File: src/rtl/reg_wb_arbiter.sv
// ---------------------------------------------------------------------------------------------
// reg_wb_arbiter
//
// Shares the single register-file write port between two writeback requesters:
//   req0 = ALU result, req1 = load result.
// Each requester owns a one-entry holding buffer behind a valid/ready handshake. A round-robin
// arbiter drains the buffers into registered write-port outputs (wr/addr3/data3). The block
// also flags read-after-write hazards for two read addresses against every write that is still
// in flight: a valid holding entry, or the write currently being presented on the port.
//
// Ports
//   clk, rst_n                     clock, synchronous active-low reset
//   req0_valid/ready/addr/data     ALU writeback request channel
//   req1_valid/ready/addr/data     load writeback request channel
//   wr, addr3, data3               registered register-file write port
//   rd_addr1, rd_addr2             read addresses to check for pending writes
//   hazard1, hazard2               combinational hazard flags for rd_addr1/rd_addr2
// ---------------------------------------------------------------------------------------------
module reg_wb_arbiter #(
    parameter int unsigned DATA_W      = 32,
    parameter int unsigned ADDR_W      = 5,
    parameter bit          SUPPRESS_R0 = 1'b1
) (
    input  logic              clk,
    input  logic              rst_n,

    input  logic              req0_valid,
    output logic              req0_ready,
    input  logic [ADDR_W-1:0] req0_addr,
    input  logic [DATA_W-1:0] req0_data,

    input  logic              req1_valid,
    output logic              req1_ready,
    input  logic [ADDR_W-1:0] req1_addr,
    input  logic [DATA_W-1:0] req1_data,

    output logic              wr,
    output logic [ADDR_W-1:0] addr3,
    output logic [DATA_W-1:0] data3,

    input  logic [ADDR_W-1:0] rd_addr1,
    input  logic [ADDR_W-1:0] rd_addr2,
    output logic              hazard1,
    output logic              hazard2
);

    // Holding entries
    logic              hold0_v_q, hold0_v_d;
    logic [ADDR_W-1:0] hold0_addr_q, hold0_addr_d;
    logic [DATA_W-1:0] hold0_data_q, hold0_data_d;

    logic              hold1_v_q, hold1_v_d;
    logic [ADDR_W-1:0] hold1_addr_q, hold1_addr_d;
    logic [DATA_W-1:0] hold1_data_q, hold1_data_d;

    // Index of the most recently granted requester; reset to 1 so req0 wins the first tie.
    logic              last_grant_q, last_grant_d;

    // Registered write port
    logic              wr_q, wr_d;
    logic [ADDR_W-1:0] addr3_q, addr3_d;
    logic [DATA_W-1:0] data3_q, data3_d;

    logic              grant0, grant1;
    logic              accept0, accept1;
    logic [ADDR_W-1:0] gnt_addr;
    logic [DATA_W-1:0] gnt_data;

    // -----------------------------------------------------------------------------------------
    // Arbitration: decided purely from the holding flags, so it never looks at the incoming
    // valids and ready has no combinational path from valid.
    // -----------------------------------------------------------------------------------------
    always_comb begin
        grant0 = 1'b0;
        grant1 = 1'b0;
        unique case ({hold1_v_q, hold0_v_q})
            2'b01:   grant0 = 1'b1;
            2'b10:   grant1 = 1'b1;
            2'b11: begin
                // Tie: the requester that was not granted last time goes first.
                if (last_grant_q) begin
                    grant0 = 1'b1;
                end else begin
                    grant1 = 1'b1;
                end
            end
            default: ;
        endcase
    end

    // An entry can accept when it is empty or being drained this cycle.
    assign req0_ready = !hold0_v_q || grant0;
    assign req1_ready = !hold1_v_q || grant1;

    assign accept0 = req0_valid && req0_ready;
    assign accept1 = req1_valid && req1_ready;

    // -----------------------------------------------------------------------------------------
    // Holding entry next state. A refill in the same cycle as a grant keeps the entry valid,
    // which gives one transfer per cycle per requester.
    // -----------------------------------------------------------------------------------------
    always_comb begin
        hold0_v_d    = hold0_v_q;
        hold0_addr_d = hold0_addr_q;
        hold0_data_d = hold0_data_q;
        if (grant0) begin
            hold0_v_d = 1'b0;
        end
        if (accept0) begin
            hold0_v_d    = 1'b1;
            hold0_addr_d = req0_addr;
            hold0_data_d = req0_data;
        end
    end

    always_comb begin
        hold1_v_d    = hold1_v_q;
        hold1_addr_d = hold1_addr_q;
        hold1_data_d = hold1_data_q;
        if (grant1) begin
            hold1_v_d = 1'b0;
        end
        if (accept1) begin
            hold1_v_d    = 1'b1;
            hold1_addr_d = req1_addr;
            hold1_data_d = req1_data;
        end
    end

    always_comb begin
        last_grant_d = last_grant_q;
        if (grant0) begin
            last_grant_d = 1'b0;
        end else if (grant1) begin
            last_grant_d = 1'b1;
        end
    end

    // -----------------------------------------------------------------------------------------
    // Write port next state. The granted entry is always consumed; a grant to register 0 still
    // updates addr3/data3 but leaves wr low when suppression is enabled.
    // -----------------------------------------------------------------------------------------
    assign gnt_addr = grant1 ? hold1_addr_q : hold0_addr_q;
    assign gnt_data = grant1 ? hold1_data_q : hold0_data_q;

    always_comb begin
        wr_d    = 1'b0;
        addr3_d = addr3_q;
        data3_d = data3_q;
        if (grant0 || grant1) begin
            wr_d    = !(SUPPRESS_R0 && (gnt_addr == '0));
            addr3_d = gnt_addr;
            data3_d = gnt_data;
        end
    end

    // -----------------------------------------------------------------------------------------
    // State registers. Holding addr/data are reset too so nothing undefined can reach the
    // write port.
    // -----------------------------------------------------------------------------------------
    always_ff @(posedge clk) begin
        if (!rst_n) begin
            hold0_v_q    <= 1'b0;
            hold0_addr_q <= '0;
            hold0_data_q <= '0;
            hold1_v_q    <= 1'b0;
            hold1_addr_q <= '0;
            hold1_data_q <= '0;
            last_grant_q <= 1'b1;
            wr_q         <= 1'b0;
            addr3_q      <= '0;
            data3_q      <= '0;
        end else begin
            hold0_v_q    <= hold0_v_d;
            hold0_addr_q <= hold0_addr_d;
            hold0_data_q <= hold0_data_d;
            hold1_v_q    <= hold1_v_d;
            hold1_addr_q <= hold1_addr_d;
            hold1_data_q <= hold1_data_d;
            last_grant_q <= last_grant_d;
            wr_q         <= wr_d;
            addr3_q      <= addr3_d;
            data3_q      <= data3_d;
        end
    end

    assign wr    = wr_q;
    assign addr3 = addr3_q;
    assign data3 = data3_q;

    // -----------------------------------------------------------------------------------------
    // Hazards: a read of a register that still has a write in flight. Register 0 never
    // hazards. The wr term covers the cycle in which the write port is driving but the
    // register file has not yet captured the value.
    // -----------------------------------------------------------------------------------------
    always_comb begin
        hazard1 = (rd_addr1 != '0) &&
                  ((hold0_v_q && (hold0_addr_q == rd_addr1)) ||
                   (hold1_v_q && (hold1_addr_q == rd_addr1)) ||
                   (wr_q      && (addr3_q      == rd_addr1)));
        hazard2 = (rd_addr2 != '0) &&
                  ((hold0_v_q && (hold0_addr_q == rd_addr2)) ||
                   (hold1_v_q && (hold1_addr_q == rd_addr2)) ||
                   (wr_q      && (addr3_q      == rd_addr2)));
    end

endmodule

File: config.mk
export PLATFORM = sky130hd
export DESIGN_NAME = reg_wb_arbiter
export DESIGN_NICKNAME = d
export VERILOG_FILES = /design/src/rtl/reg_wb_arbiter.sv
export SDC_FILE = /design/constraint.sdc
export NUM_CORES = 1
export LEC_CHECK = 0
export CORE_MARGIN = 5
export CORE_UTILIZATION = 52
export CTS_CLUSTER_DIAMETER = 30
export CTS_CLUSTER_SIZE = 30
export DETAILED_ROUTE_END_ITERATION = 6
export GPL_TIMING_DRIVEN = 0
export PLACE_DENSITY_LB_ADDON = 0.05
export SLEW_MARGIN = 30
export SYNTH_ARGS = -nofsm -noshare
export SYNTH_HDL_FRONTEND = slang
export SYNTH_SLANG_ARGS = --single-unit
File: constraint.sdc
create_clock -name clk -period 3.9 [get_ports clk]
set_input_delay 0.585 -clock clk [delete_from_list [all_inputs] [get_ports clk]]
set_output_delay 0.585 -clock clk [all_outputs]
set_load 0.1 [all_outputs]
; ---- Word level (Yosys, flattened, before mapping)
; Index checks and enable logic that the tools add are counted.
[totals]
reg_bits = 115
input_bits = 88
out_inout_bits = 42
wordCells = 58
[op_classes]
eq_ne = 9
muxes = 12
n_reduce_logical = 27
[ops]
columns = cell, n
row1 = two-way mux 32 bit, 1
row2 = == test 5 bit, 6
row3 = logical AND 1 bit, 10
row4 = nonzero test 5 bit, 2
row5 = two-way mux 1 bit, 8
row6 = logical OR 1 bit, 7
row7 = nonzero test 2 bit, 3
row8 = logical NOT 5 bit, 1
row9 = two-way mux 5 bit, 1
row10 = == test 2 bit (second input constant), 2
row11 = case mux 1 bit (2 select lines), 2
row12 = logical NOT 1 bit, 3
row13 = == test 2 x 1 -> 1 bit (second input constant), 1
row14 = AND reduction 2 bit, 1

; ---- Depth between registers and ports, before layout
[depth]
word_depth = 5
mapped_depth = 7
mapped_depth_nobuf = 4

; ---- Worst setup path before layout
; OpenSTA, ideal clock, no wires.
[synth_path]
path_type = reg2out
start = reg addr3_q[3], in the netlist addr3[3]
end = out hazard1
arrival_ps = 3048
t_required_ps = 3315
slack_ps = 267
stages_incl_launch_ff = 5
n_path_buf = 0
cell_sequence = dfxtp_1 > xor2_1 > nor4_1 > nand3_1 > a21oi_1
[synth_via]
elab_chain_len = 4
[synth_lines]
columns = item, line
row1 = start: declaration, 61  ; logic [ADDR_W-1:0] addr3_q, addr3_d;
row2 = start signal: assignment, 182  ; addr3_q <= addr3_d;
row3 = == test 5 bit, 200  ; (wr_q && (addr3_q == rd_addr1)));
row4 = logical AND 1 bit, 200
row5 = logical OR 1 bit, 199  ; (hold1_v_q && (hold1_addr_q == rd_addr1)) ||
row6 = logical AND 1 bit, 197  ; hazard1 = (rd_addr1 != '0) &&
row7 = end: declaration, 43  ; output logic hazard1,
; No other way between the ends.

; ---- Worst setup path in the final report
[layout_path]
start = in rd_addr1[2]
end = out hazard1
[layout_via]
elab_chain_len = 5
[layout_lines]
columns = item, line
row1 = start: declaration, 41  ; input logic [ADDR_W-1:0] rd_addr1,
row2 = == test 5 bit (on tied branches), "198, 199"
row3 = logical AND 1 bit (on tied branches), "198, 199"
row4 = logical OR 1 bit, 198  ; ((hold0_v_q && (hold0_addr_q == rd_addr1)) ||
row5 = logical OR 1 bit, 199
row6 = logical AND 1 bit (*), 197
; Every way passes the cells marked *; elsewhere a longest branch is shown, timed or not.

==> run_results.csv <==
group,metric,value,unit
run_status,status,"finished, final reports clean",
routing,wl_met1,5976,um
grt,antenna_found_initial,0,
synth,yosys.area.top_type,"dfxtp_1",
timing,tns,0,ns
routing,detail_route.iter0.violations,268,
timing,tightest_slew,1.033,ns
synth,ys_warn_count,0,
hold_path,hold_path_class,"register to register",
die,coreArea,8806,um2
final_layout,drive_gt1_share,8.089,%
synth,synth_area,4737,um2
routing,wl_met2,7380,um
cts,cts_hold_buf,0,
cts,path_clk_slew,0.05,ns
synth,synth.distinct_cells,26,
timing,setup_viol,0,
placed_design,place.detailed.hpwl,9848,um
final_layout,final_core_util,76.30,%
cts,cts_buffer_depth,2,
routing,drc,0,
cts,clock_latency,0.51,ns
synth,ys_async_sr_fraction,0,%
synth,synthTopCellsByArea,"dfxtp_1 (49%), nand2_1 (12%), a21oi_1 (11%), o221ai_1 (5.9%), mux2i_1 (5.7%)",
cts,cts_sinks,115,
timing,setup_ws,0.2179,ns
final_layout,final_cell_mix,"nand2_1 (150), clkdlybuf4s50_1 (128), dfxtp_1 (115)",
synth,synth.top_cell.area_share,48.60,%
routing,wl_met3,918,um
final_layout,fin_cells,825,
cts,postCtsSetupBuffers,0,
die,die_y,105.4,um
die,io_pins,130,
synth,synth_edf_count,0,
setup_path,start_kind,"input port",
placed_design,pre_cts_slack,0.2544,ns
timing,rsz0062_at_grt,"false",
timing,fmax,0.2716,GHz
setup_path,required,3.31,ns
routing,via_count,4654,
timing,relSlewSlack,30.93,%
setup_path,critPathKind,"input port to output pin",
timing,hold_viol_final,0,
setup_path,cp-end-kind,"output pin",
power_and_ir_drop,power,3.422,mW
die,die_x,105.4,um
placed_design,dp.cells,795,
timing,post-route-period-util,94.41,%
power_and_ir_drop,total_leakage_power,2.630,nW
routing,ant_nets,0,
setup_path,worstPathMaxFanout,4,
routing,wl_per_cell,17.52,um
cts,numCtsBuffers,17,
grt,grt_max_degree,17,
power_and_ir_drop,cellPowerDensity,509.3,nW/um2
timing,layout_min_cycle_time,3.682,ns
grt,grt_pass1_wl,23270,um
routing,drt-total-wl,14450,um
final_layout,antenna_cells,0,
routing,top_layer_used,"met4",
synth,syn_inst,559,
synth,ys_ff_latch,115,
final_layout,mostFrequentLayoutCell,"nand2_1",
synth,avgSynthCellArea,8.474,um2
cts,cts_root_buf,"clkbuf_8",
placed_design,io_buffers,128,
final_layout,area_growth,41.84,%
cts,post_cts_resized,0,
flow_run,maxCapViolCount,0,
synth,ys_seq_area_share,48.60,%
cts,htreeDepth,4,
grt,grt_pass1_vias,4741,
power_and_ir_drop,ir_worst_vdd,0.3000,mV
die,rows,34,
synth,syn-num-nets,647,
grt,grt_usage,26.20,%
routing,avgViaCountPerCell,5.641,
timing,final_max_slew_viol_count,0,
setup_path,worstPathArrival,3.10,ns
final_layout,nNetsFinal,794,
die,start_util,53.79,%
cts,tritoncts,"built",
synth,synth_flop_cell,"dfxtp_1",
grt,grt_overflow,0,
placed_design,gp_congestion,0.8679,
die,die-area,11120,um2
timing,fin_worst_skew,0.008549,ns
routing,drtPass1Iterations,5,
==> registers in the layout, indices dropped and copies added (netlist names) <==
signal / flops
addr3: 5
data3: 32
hold0_addr_q: 5
hold0_data_q: 32
hold0_v_q: 1
hold1_addr_q: 5
hold1_data_q: 32
hold1_v_q: 1
last_grant_q: 1
wr: 1
==> cell usage after synthesis, types with 4 or more instances <==
master / number
a211oi_1: 5
a21oi_1: 100
buf_2: 13
buf_4: 6
clkbuf_1: 17
dfxtp_1: 115
mux2i_1: 27
nand2_1: 150
nor2_1: 31
nor4_1: 6
o221ai_1: 32
or4_1: 4
xnor2_1: 5
xor2_1: 25
==> cell families after synthesis <==
family / after synthesis / synth area share (%)
and+or+nand+nor: 202 / 17.17
buffers and inverters: 43 / 4.701
muxes: 27 / 5.705
DFF: 115 / 48.60
xor gates and xnor gates: 30 / 5.547
AOI/OAI and AO/OA: 142 / 18.28
==> area by class of cell <==
class,count,area [um2]
sequential,115,2302
fill,663,2087
clock inverter,9,106.4
multi-input combinational,401,2212
timing repair buffer,128,1281
tap,108,135.1
clock buffer,21,459.2
buffer,39,207.7
inverter,4,15.01
==> final timing paths <==
path | cells after the start | slack [ns] | start | end
setup / recovery | 6 | 0.22 | rd_addr1[2] | hazard1
hold / removal | 2 | 0.45 | hold1_data_q[10]$_SDFFE_PN0P_ | hold1_data_q[10]$_SDFFE_PN0P_
setup reg to reg | 6 | 2.25 | hold1_v_q$_SDFFE_PN0P_ | hold0_data_q[21]$_SDFFE_PN0P_
hold reg to reg | 2 | 0.45 | hold1_data_q[10]$_SDFFE_PN0P_ | hold1_data_q[10]$_SDFFE_PN0P_
==> routing by layer <==
metal  global-route usage (%)  vias to the layer above
li1                         -                     2225
met1                    31.64                     2237
met2                    45.31                      176
met3                    6.051                       16
met4                    9.934                        0
met5                        0                        -
==> power by group <==
part           switching [mW]  internal [mW]  total [mW]
combinational           0.416          0.226       0.641
clock                   0.522          0.948        1.47
sequential             0.0588           1.25        1.31
total                   0.997           2.43        3.42
==> stage by stage <==
step                      area, um2  hold WS (ns)
after floorplan                4737        0.4362
final                          6719        0.4547
after global routing           6719        0.4728
after detailed placement       6153        0.4461
after global placement         6153        0.4428
after CTS                      6719        0.4534
==> worst max-delay path, stage by stage <==
cell and delay (ns):
clkdlybuf4s50_1 0.55, xor2_1 0.21, nor4_1 0.31, a32oi_1 0.15, a21oi_1 0.15, clkdlybuf4s50_1 1.15
Note: power is estimated with default switching activity, not from simulation.
==> RTL edit, RTL diff (same flow settings) <==
Set the parameter `SUPPRESS_R0` to 1'b0 (it was 1'b1).
--- a/src/rtl/reg_wb_arbiter.sv
+++ b/src/rtl/reg_wb_arbiter.sv
@@ -20,5 +20,5 @@
     parameter int unsigned DATA_W      = 32,
     parameter int unsigned ADDR_W      = 5,
-    parameter bit          SUPPRESS_R0 = 1'b1
+    parameter bit          SUPPRESS_R0 = 1'b0
 ) (
     input  logic              clk,
Behaviour: not the same (Yosys sat finds a counterexample within 4 cycles, from zero or initial values and one cycle with rst_n low).
==> RTL edit against the unedited design <==
- area after synthesis up 3.2%
- design area up 2.5%
- count of clock-buffer cells in the layout down 1
- sequential share of layout area down 0.83 points
- sequential cell count unchanged
- routed wire length down 8.3%
- utilization down 1.4 points
- worst setup slack better by 0.030 ns
- hold slack worse by 0.0089 ns
- die area up 2.9%
- power down 5.1%
- non-clock buffer count down 3
- via count down 7.8%
- critical path depth unchanged
- critical path type unchanged
- highest routed layer unchanged
==> RTL edit: results (changes against the unedited design) <==
| Metric | Value |
|---|---|
| Bufs w/o clock | 164 (-1.8%) |
| Share of layout cells above drive strength 1 | 0.08745 (+0.006555) |
| Dpl ws | 0.2312 ns (-0.02315 ns) |
| Final net count | 784 (-1.3%) |
| Crit path launch | rd_addr1[3] |
| Number of global-route vias before repair | 4387 (-7.5%) |
| Psw | 880.0 µW (-12%) |
| Core area | 9196 µm² (+4.4%) |
| M1 wire length | 5529 µm (-7.5%) |
| Multi-input gates | 395 (-1.5%) |
| Syn Nets | 636 (-1.7%) |
| Clk_skew | 0.006886 ns (-0.001663 ns) |
| Leak | 0.002667 µW (+1.4%) |
| Cell variety after synth | 27 (+3.8%) |
| Initial DRC Count | 166 (-38%) |
| Outcome | finished, final reports clean |
| Arr. time, crit path | 3.07 ns (-0.03 ns) |
| Clock buffer count in the final layout | 20 (-4.8%) |
| ClkCell Share | 0.08250 (-0.001671) |
| Rel. slew slack | 0.3178 (+0.008501) |
| Fill cells | 721 (+8.7%) |
| HP Start | data3[17] |
| Most frequent cells after synthesis | 186 x nand2_1, 115 x dfxtp_1, 44 x a21boi_0 |
| DP Cell Count | 788 (-0.88%) |
| Met3 wire length | 830 µm (-9.6%) |
| Buffering overhead | 0.2268 (+0.005184) |
| Routed WL per cell | 16.17 µm (-7.7%) |
| Placed cell areas | 6317 µm² (+2.7%) |
| RD Place Congestion | 0.8656 (-0.27%) |
| DP HPWL | 9459 µm (-4.0%) |
| Vias post-DR | 4290 (-7.8%) |
| Hold worst-path end | data3[17] |
| Met2 usage | 0.4249 (-0.02819) |
| Multi-input logic area | 2303 µm² (+4.1%) |
[RTL edit: cell count changes in the layout (fill, tap and decap cells not counted), sizes merged, moves of 3 or more]
cell    before  now
nand2      153  189
buf         22   25
a21oi      100    2
a211oi       5    0
a21boi       0   76
o221ai      32    0
clkbuf      38   30
o21ai        2   39
nor2        31    2
mux2i       27   37
[RTL edit: kinds of logic (layout without fill, tap and decap cells)]
group / Yosys count / after routing / share of synthesized area
and+or+nand+nor: 209 / 209 / 0.1795
AOI/OAI and AO/OA: 119 / 119 / 0.1623
DFF: 115 / 115 / 0.4711
buffers and inverters: 38 / 199 / 0.05760
muxes: 37 / 37 / 0.07578
xor gates and xnor gates: 30 / 30 / 0.05376
[RTL edit: worst max path at each step]
stage	cells after the start	endpoint	slack (ns)
3_5_place_dp	6	hazard1	0.23
5_1_grt	6	hazard1	0.17
3_3_place_gp	6	hazard1	0.32
6_report	6	hazard1	0.25
4_1_cts	6	hazard1	0.24
2_1_floorplan	4	hazard1	0.36
